File: src/rtl/tt_um_addon_serial.sv
// Bit-serial add/sub/accumulate/saturate unit with a byte-wide load and readout port.
// Operands are loaded a byte at a time on wr edges. A single full adder then walks the
// bits LSB first, one per cycle. The result is read back a byte at a time on rd edges.
module tt_um_addon_serial #(
  parameter int unsigned WIDTH = 16
) (
  input  logic       clk,
  input  logic       rst_n,
  input  logic       ena,
  input  logic [7:0] ui_in,
  input  logic [7:0] uio_in,
  output logic [7:0] uo_out,
  output logic [7:0] uio_out,
  output logic [7:0] uio_oe
);

  localparam int unsigned NB = WIDTH / 8;
  localparam int unsigned PW = (NB > 1) ? $clog2(NB) : 1;
  localparam int unsigned CW = $clog2(WIDTH);

  typedef enum logic [1:0] {StLoadA, StLoadB, StCalc, StDone} state_e;
  typedef enum logic [1:0] {OpAdd = 2'b00, OpSub = 2'b01, OpAcc = 2'b10, OpSat = 2'b11} op_e;

  state_e           state_q, state_d;
  logic [WIDTH-1:0] a_q, a_d, b_q, b_d, res_q, res_d;
  logic [PW-1:0]    ptr_q, ptr_d, rptr_q, rptr_d;
  logic [CW-1:0]    cnt_q, cnt_d;
  logic [1:0]       op_q, op_d;
  logic             cy_q, cy_d, carry_q, carry_d, ovf_q, ovf_d;
  logic             wr_prev_q, wr_prev_d, rd_prev_q, rd_prev_d;

  logic wr_ev, rd_ev, clear;
  logic a_bit, b_bit, sum, cout;
  logic unused_ok;

  assign unused_ok = ^{ena, uio_in[7:5]};

  assign wr_ev = uio_in[0] & ~wr_prev_q;
  assign rd_ev = uio_in[1] & ~rd_prev_q;
  assign clear = uio_in[4];

  // Single full adder; SUB inverts B and starts with carry-in 1.
  assign a_bit = a_q[cnt_q];
  assign b_bit = b_q[cnt_q] ^ (op_q == OpSub);
  assign sum   = a_bit ^ b_bit ^ cy_q;
  assign cout  = (a_bit & b_bit) | (cy_q & (a_bit ^ b_bit));

  // Next-state and datapath updates.
  always_comb begin
    state_d   = state_q;
    a_d       = a_q;
    b_d       = b_q;
    res_d     = res_q;
    ptr_d     = ptr_q;
    rptr_d    = rptr_q;
    cnt_d     = cnt_q;
    op_d      = op_q;
    cy_d      = cy_q;
    carry_d   = carry_q;
    ovf_d     = ovf_q;
    wr_prev_d = uio_in[0];
    rd_prev_d = uio_in[1];
    if (clear) begin
      state_d   = StLoadA;
      a_d       = '0;
      b_d       = '0;
      res_d     = '0;
      ptr_d     = '0;
      rptr_d    = '0;
      cnt_d     = '0;
      op_d      = OpAdd;
      cy_d      = 1'b0;
      carry_d   = 1'b0;
      ovf_d     = 1'b0;
      wr_prev_d = 1'b1;
      rd_prev_d = 1'b1;
    end else begin
      unique case (state_q)
        StLoadA: begin
          if (wr_ev) begin
            a_d[8*ptr_q +: 8] = ui_in;
            if (ptr_q == PW'(NB - 1)) begin
              ptr_d   = '0;
              state_d = StLoadB;
            end else begin
              ptr_d = ptr_q + PW'(1);
            end
          end
        end
        StLoadB: begin
          if (wr_ev) begin
            b_d[8*ptr_q +: 8] = ui_in;
            if (ptr_q == PW'(NB - 1)) begin
              ptr_d   = '0;
              op_d    = uio_in[3:2];
              cnt_d   = '0;
              cy_d    = (uio_in[3:2] == OpSub);
              state_d = StCalc;
            end else begin
              ptr_d = ptr_q + PW'(1);
            end
          end
        end
        StCalc: begin
          res_d[cnt_q] = sum;
          cy_d         = cout;
          if (cnt_q == CW'(WIDTH - 1)) begin
            carry_d = cout;
            // Signed overflow is carry into the MSB differing from carry out of it.
            ovf_d   = (op_q == OpSat) ? cout : (cout ^ cy_q);
            if ((op_q == OpSat) && cout) res_d = '1;
            rptr_d  = '0;
            state_d = StDone;
          end else begin
            cnt_d = cnt_q + CW'(1);
          end
        end
        StDone: begin
          if (wr_ev) begin
            if (uio_in[3:2] == OpAcc) begin
              a_d      = res_q;
              b_d      = '0;
              b_d[7:0] = ui_in;
              if (NB == 1) begin
                ptr_d   = '0;
                op_d    = OpAcc;
                cnt_d   = '0;
                cy_d    = 1'b0;
                state_d = StCalc;
              end else begin
                ptr_d   = PW'(1);
                state_d = StLoadB;
              end
            end else begin
              a_d      = '0;
              a_d[7:0] = ui_in;
              if (NB == 1) begin
                ptr_d   = '0;
                state_d = StLoadB;
              end else begin
                ptr_d   = PW'(1);
                state_d = StLoadA;
              end
            end
          end else if (rd_ev) begin
            rptr_d = (rptr_q == PW'(NB - 1)) ? '0 : rptr_q + PW'(1);
          end
        end
        default: state_d = StLoadA;
      endcase
    end
  end

  // State register with synchronous active-low reset.
  always_ff @(posedge clk) begin
    if (!rst_n) begin
      state_q   <= StLoadA;
      a_q       <= '0;
      b_q       <= '0;
      res_q     <= '0;
      ptr_q     <= '0;
      rptr_q    <= '0;
      cnt_q     <= '0;
      op_q      <= OpAdd;
      cy_q      <= 1'b0;
      carry_q   <= 1'b0;
      ovf_q     <= 1'b0;
      wr_prev_q <= 1'b1;
      rd_prev_q <= 1'b1;
    end else begin
      state_q   <= state_d;
      a_q       <= a_d;
      b_q       <= b_d;
      res_q     <= res_d;
      ptr_q     <= ptr_d;
      rptr_q    <= rptr_d;
      cnt_q     <= cnt_d;
      op_q      <= op_d;
      cy_q      <= cy_d;
      carry_q   <= carry_d;
      ovf_q     <= ovf_d;
      wr_prev_q <= wr_prev_d;
      rd_prev_q <= rd_prev_d;
    end
  end

  // Output decode: result byte only while DONE, status on the upper nibble.
  always_comb begin
    uo_out  = (state_q == StDone) ? res_q[8*rptr_q +: 8] : 8'h00;
    uio_out = {ovf_q, carry_q, state_q == StDone, state_q == StCalc, 4'b0000};
    uio_oe  = 8'hF0;
  end

endmodule

File: config.mk
export PLATFORM = sky130hd
export DESIGN_NAME = tt_um_addon_serial
export DESIGN_NICKNAME = d
export VERILOG_FILES = /design/src/rtl/tt_um_addon_serial.sv
export SDC_FILE = /design/constraint.sdc
export NUM_CORES = 1
export LEC_CHECK = 0
export CORE_MARGIN = 2
export CORE_UTILIZATION = 56
export DETAILED_ROUTE_END_ITERATION = 6
export PLACE_DENSITY = 0.85
export SETUP_SLACK_MARGIN = 0.4
export SYNTH_ARGS = -nofsm -noshare
export SYNTH_HDL_FRONTEND = slang
export SYNTH_SLANG_ARGS = --single-unit
export TNS_END_PERCENT = 30
File: constraint.sdc
create_clock -name clk -period 3.4 [get_ports clk]
set_input_delay 0.34 -clock clk [delete_from_list [all_inputs] [get_ports clk]]
set_output_delay 0.34 -clock clk [all_outputs]
set_load 0.005 [all_outputs]
---- Yosys cells after proc, flatten, opt, wreduce, memory -nomap -nowiden ----
Index checks and enable logic that the tools add are counted.
cells by class
  add/subtract/negate cells ............... 4
  order comparisons ....................... 2
  eq/ne operators ......................... 19
  shift-type cells ........................ 3
  muxes and demuxes ....................... 45
  bitwise logic cells ..................... 12
  reduce and logical (&&, ||, !) cells .... 19
operators with widths
  operator                                                                       count
  16-bit 2-to-1 mux                                                              8
  16-bit case mux with 2 select lines                                            2
  16-bit bitwise mux                                                             3
  4-bit negation with 34-bit output                                              1
  8-bit by 34-bit variable shift with 16-bit output (first input constant)       1
  8-bit by 34-bit variable part select with 16-bit output                        1
  16-bit by 5-bit variable part select with 8-bit output                         1
  1-bit 2-to-1 mux                                                               14
  2-bit 2-to-1 mux                                                               6
  4-bit 2-to-1 mux                                                               3
  2-bit inequality test (second input constant)                                  6
  3-bit AND reduction                                                            4
  4-bit AND reduction                                                            3
  2-bit by 1-bit inequality test with 1-bit output (second input constant)       5
  2-bit nonzero test                                                             5
  1-bit binary-select mux with 4-bit select                                      2
  2-bit == test (second input constant)                                          4
  8-bit 2-to-1 mux                                                               1
  2-bit case mux with 4 select lines                                             1
  4-bit case mux with 2 select lines                                             1
  2-bit by 1-bit == test with 1-bit output (second input constant)               3
  1-bit case mux with 2 select lines                                             3
  6-bit AND reduction                                                            1
  4-bit by 5-bit less-than comparator with 1-bit output (second input constant)  1
  13 further kinds                                                               24
word-level totals
  bits in registers ....................... 63
  bits of input ports ..................... 19
  output and inout port bits .............. 24
  logic and storage cells ................. 117

---- Depth between registers and ports, before layout ----
  depth after elaboration ................. 9
  mapped depth ............................ 10
  gate-level depth less buffers ........... 9

---- Least setup slack after synthesis ----
Ideal clock, no wire load.
  path kind ............................... register to register
  start ................................... reg cnt_q[1]
  end ..................................... reg res_q[1]
  setup time .............................. 0.095 ns
  data arrival time ....................... 3.017 ns
  data required time ...................... 3.305 ns
  setup slack ............................. 0.288 ns
  stages on the path, launching flop included .. 10
  path buffers ............................ 1
  path through ............................ dfxtp_1 buf_6 mux4_1 mux4_2 xnor2_1 fa_1 nand3b_1 nor2_1 nor2_1 a221oi_1
on the way
  cells in the longest elaborated chain, start to end .. 9
  elaborated cells between the ends (all ways) .. 20
RTL lines
  item                                       line    source
  start: declaration                         27      logic [CW-1:0] cnt_q, cnt_d;
  start signal: assignment                   177     cnt_q <= cnt_d;
  1-bit binary-select mux with 4-bit select  44      assign b_bit = b_q[cnt_q] ^ (op_q == OpSub);
  1-bit 2-to-1 mux (not written as such)     44
  1-bit bitwise XOR                          44
  1-bit bitwise XOR                          45, 46
  1-bit bitwise AND                          46      assign cout = (a_bit & b_bit) | (cy_q & (a_bit ^ b_bit));
  1-bit bitwise OR                           46
  1-bit logical AND                          111     if ((op_q == OpSat) && cout) res_d = '1;
  16-bit 2-to-1 mux                          111
  16-bit 2-to-1 mux (*)                      107     if (cnt_q == CW'(WIDTH - 1)) begin
  end signal: assignment                     174     res_q <= res_d;
  end: declaration                           25      logic [WIDTH-1:0] a_q, a_d, b_q, b_d, res_q, res_d;
Every way passes the cells marked *; elsewhere a longest branch is shown, timed or not. The select of a mux whose other input is x is not followed.
A chain may end at the register's enable or synchronous reset.

---- Worst setup path after layout ----
Same ends and word-level chain as after synthesis.

==> out/metrics.csv <==
stage,metric,value,unit
sta,clock_skew,8.501,ps
grt,overflow,0,
route,drt_iter0_drc,201,
cts,path_clk_slew,70,ps
setup_path,slowest_delay,540,ps
setup_path,critPathTopFamily,multiplexers,
sta,rsz0062_at_grt,yes,
layout,nets,425,
place,place_ws,206.3,ps
place,globalplace.congestion,0.8944,
layout,fin_cells,476,
layout,syn_to_final_growth,14.40,%
synthesis,ys_warn_count,0,
synthesis,ys_seq_elements,63,
setup_path,crit_fanout,8,
grt,grt_max_degree,58,
setup_path,crit_start,cnt_q[1]$_SDFFE_PP0P_,
floorplan,core,0.005921,mm²
cts,cts_root_buffer,clkbuf_8,
place,dp_hpwl,5787,µm
status,status,"finished, final reports clean",
layout,final_cell_area,0.003945,mm²
route,drc_errors,0,
run,drv_cap,0,
floorplan,io_pins,43,
cts,cts_hold_buf,0,
hold_path,hold_end,a_q[1]$_SDFFE_PP0P_,
hold_path,hold_path_depth,2,
sta,hold_viol,0,
sta,relSlewSlack,23.16,%
grt,track_usage,26.91,%
route,drt-total-wl,8387,µm
setup_path,crit_path_start_kind,flip-flop,
setup_path,rr_worst_depth,8,
floorplan,initial_core_util,58.24,%
setup_path,r2r_end,res_q[1]$_SDFFE_PP0P_,
synthesis,synth_area_leader_cell,dfxtp_1,
route,final_antenna_net_count,0,
setup_path,r2r-start,cnt_q[1]$_SDFFE_PP0P_,
setup_path,crit_top_cell,mux4_2,
cts,clock-sinks,63,
sta,post-route-period-util,87.81,%
power_and_ir_drop,p_leak,1.439,nW
cts,htree_levels,3,
setup_path,regToRegSetupSlack,410,ps
hold_path,hp-class,flip-flop to flip-flop,
grt,first_global_vias,2750,
sta,setup_viol,0,
sta,fin_ws,414.5,ps
synthesis,syn-mean-instance-area,9.123,µm²
cts,cts_tree,done,
synthesis,synth_top_area_share,36.57,%
power_and_ir_drop,p_total,0.001492,W
hold_path,holdCritStartpoint,a_q[1]$_SDFFE_PP0P_,
cts,clock_latency,350,ps
setup_path,critPathCaptureType,flip-flop,
sta,worstMarginPinSlew,1153,ps
synthesis,synth.area.top_cells,"dfxtp_1 37%, mux2i_1 6.1%, mux4_1 6.1%",
layout,antennaDiodeCount,0,
power_and_ir_drop,ir_drop,0.2841,mV
synthesis,syn_area,0.003448,mm²
sta,setup_tns,0,ps
synthesis,synth_cell_types,42,
setup_path,crit_chain,mux4_2 > mux4_2 > xnor2_2 > fa_2 > nand3b_1 > nor2_4 > o21ai_0 > a221oi_2,
floorplan,die_w,82.47,µm
place,placed_cells,457,
power_and_ir_drop,p_per_area,378.2,mW/mm²
sta,maxSlewViolCount,0,
grt,antenna_found_initial,0,
place,portBuffers,26,
floorplan,core.rowCount,28,
setup_path,required,3650,ps
route,wire_per_inst,17.62,µm
layout,drive_above_1_share,11.97,%
sta,timing.fmax,0.3350,GHz
place,placed_area,0.003700,mm²
setup_path,crit_type,flip-flop to flip-flop,
grt,grt_pass1_wl,13510,µm
sta,period_minus_slack,2986,ps
floorplan,die_area,0.006801,mm²
setup_path,slowest_stage,mux4_2,
cts,cts_buffer_depth,2,
route,vias_per_cell,6.111,
cts,cts-buffers-inserted,9,
setup_path,crit_buf_inv,0,
route,firstDrtPassIters,5,
floorplan,die_h,82.47,µm
synthesis,synthCells,378,
synthesis,yosysSeqAreaShare,36.57,%
setup_path,crit_arrival,3230,ps
route,vias,2909,
## registers in the layout, indices dropped and copies added (netlist names)
register   cells
ovf_q          1
b_q           16
wr_prev_q      1
ptr_q          1
carry_q        1
rd_prev_q      1
rptr_q         1
cy_q           1
a_q           16
res_q         16
state_q        2
op_q           2
cnt_q          4
## placed cells by master, fill, tap and decap left out, types with 3 or more instances in the layout
cell type / n
dfxtp_1: 62
nor2_1: 53
a22oi_1: 26
clkdlybuf4s50_1: 26
a21oi_1: 25
mux2i_1: 21
a211oi_1: 18
nor2b_1: 17
nand2_1: 14
conb_1: 12
clkbuf_8: 12
buf_4: 11
inv_1: 9
ha_1: 9
a21o_1: 8
o21ai_0: 8
nand2b_1: 7
mux2_2: 7
a311oi_1: 7
mux4_2: 6
mux4_1: 4
nand3_1: 4
nand4b_1: 3
## cell usage after synthesis (all sizes together)
| library cell | n |
|---|---|
| mux2 | 7 |
| buf | 19 |
| nand3 | 4 |
| xnor2 | 2 |
| a222oi | 1 |
| a211o | 1 |
| mux4 | 10 |
| nand3b | 1 |
| and4 | 1 |
| a31oi | 1 |
| nor3b | 2 |
| a311oi | 7 |
| o221a | 1 |
| a21o | 8 |
| xor2 | 2 |
| clkbuf | 21 |
| and3b | 1 |
| a22oi | 26 |
| and3 | 1 |
| fa | 1 |
| a221oi | 2 |
| inv | 9 |
| nand4b | 3 |
| nand2b | 8 |
| dfxtp | 63 |
| or2b | 1 |
| ha | 9 |
| nand2 | 14 |
| a21oi | 26 |
| conb | 2 |
| o21ai | 8 |
| a211oi | 18 |
| mux2i | 21 |
| nand4 | 2 |
| and2 | 2 |
| nor2 | 55 |
| nor3 | 1 |
| nor2b | 17 |
## routing by layer
metal / share of wire [%] / routed length (µm) / GRT usage, % / up-vias
li1: - / - / - / 1378
met1: 43 / 3591 / 34.00 / 1412
met2: 48 / 4024 / 42.98 / 102
met3: 6.5 / 542 / 6.196 / 17
met4: 2.7 / 228 / 13.67 / 0
met5: 0 / 0 / 0 / -
## worst max path at each step
stage / to / slack, ps / cells past startpoint
after detailed placement: res_q[1]$_SDFFE_PP0P_ / 210 / 8
final: res_q[1]$_SDFFE_PP0P_ / 410 / 8
after global placement: res_q[12]$_SDFFE_PP0P_ / 290 / 9
after floorplan: res_q[10]$_SDFFE_PP0P_ / 430 / 10
after global routing: res_q[9]$_SDFFE_PP0P_ / 330 / 9
after CTS: res_q[6]$_SDFFE_PP0P_ / 400 / 9
## cell type report
class | count | area, µm²
Multi-Input combinational cell | 276 | 2001
Fill cell | 469 | 1976
Sequential cell | 63 | 1265
Timing Repair Buffer | 37 | 342.8
Clock buffer | 13 | 168.9
Tap cell | 75 | 93.84
Clock inverter | 3 | 40.04
Inverter | 9 | 33.78
## tightest hold or removal path: stages, from the launching register on
cell and delay (ps):
dfxtp_1 300, nor2_1 90, a211oi_1 50
## timing repair
| action | 4_1_cts | 5_1_grt |
|---|---|---|
| setup buffers | 2 | 1 |
| pin swaps | 3 | 12 |
| setup endpoints to repair | 15 | 15 |
| gates resized for setup | 6 | 5 |
## per-stage QoR
step	hold slack (ps)	utilization, %
floorplan	441.5	-
global placement	470.3	62.49
detailed placement	479.1	62.49
CTS	496.5	66.55
global route	517.1	66.63
finish	494.4	66.63
## power by group
group	switching, W	total (W)	internal, W
registers	0.00000137	0.000741	0.000740
logic	0.0000380	0.0000673	0.0000293
clock network	0.000288	0.000684	0.000396
## logic make-up (layout without fill, tap and decap cells)
group	after synthesis	in the layout	share of synthesized area (%)
compound gates	99	99	19.59
xor+xnor	4	4	1.016
fa+ha+maj	10	10	3.846
buf+inv	49	62	7.148
flops	63	63	36.57
mux	38	38	15.78
other cells	2	12	0.2178
simple gates	113	113	15.82
No activity file was read; power rests on OpenSTA's default activity.
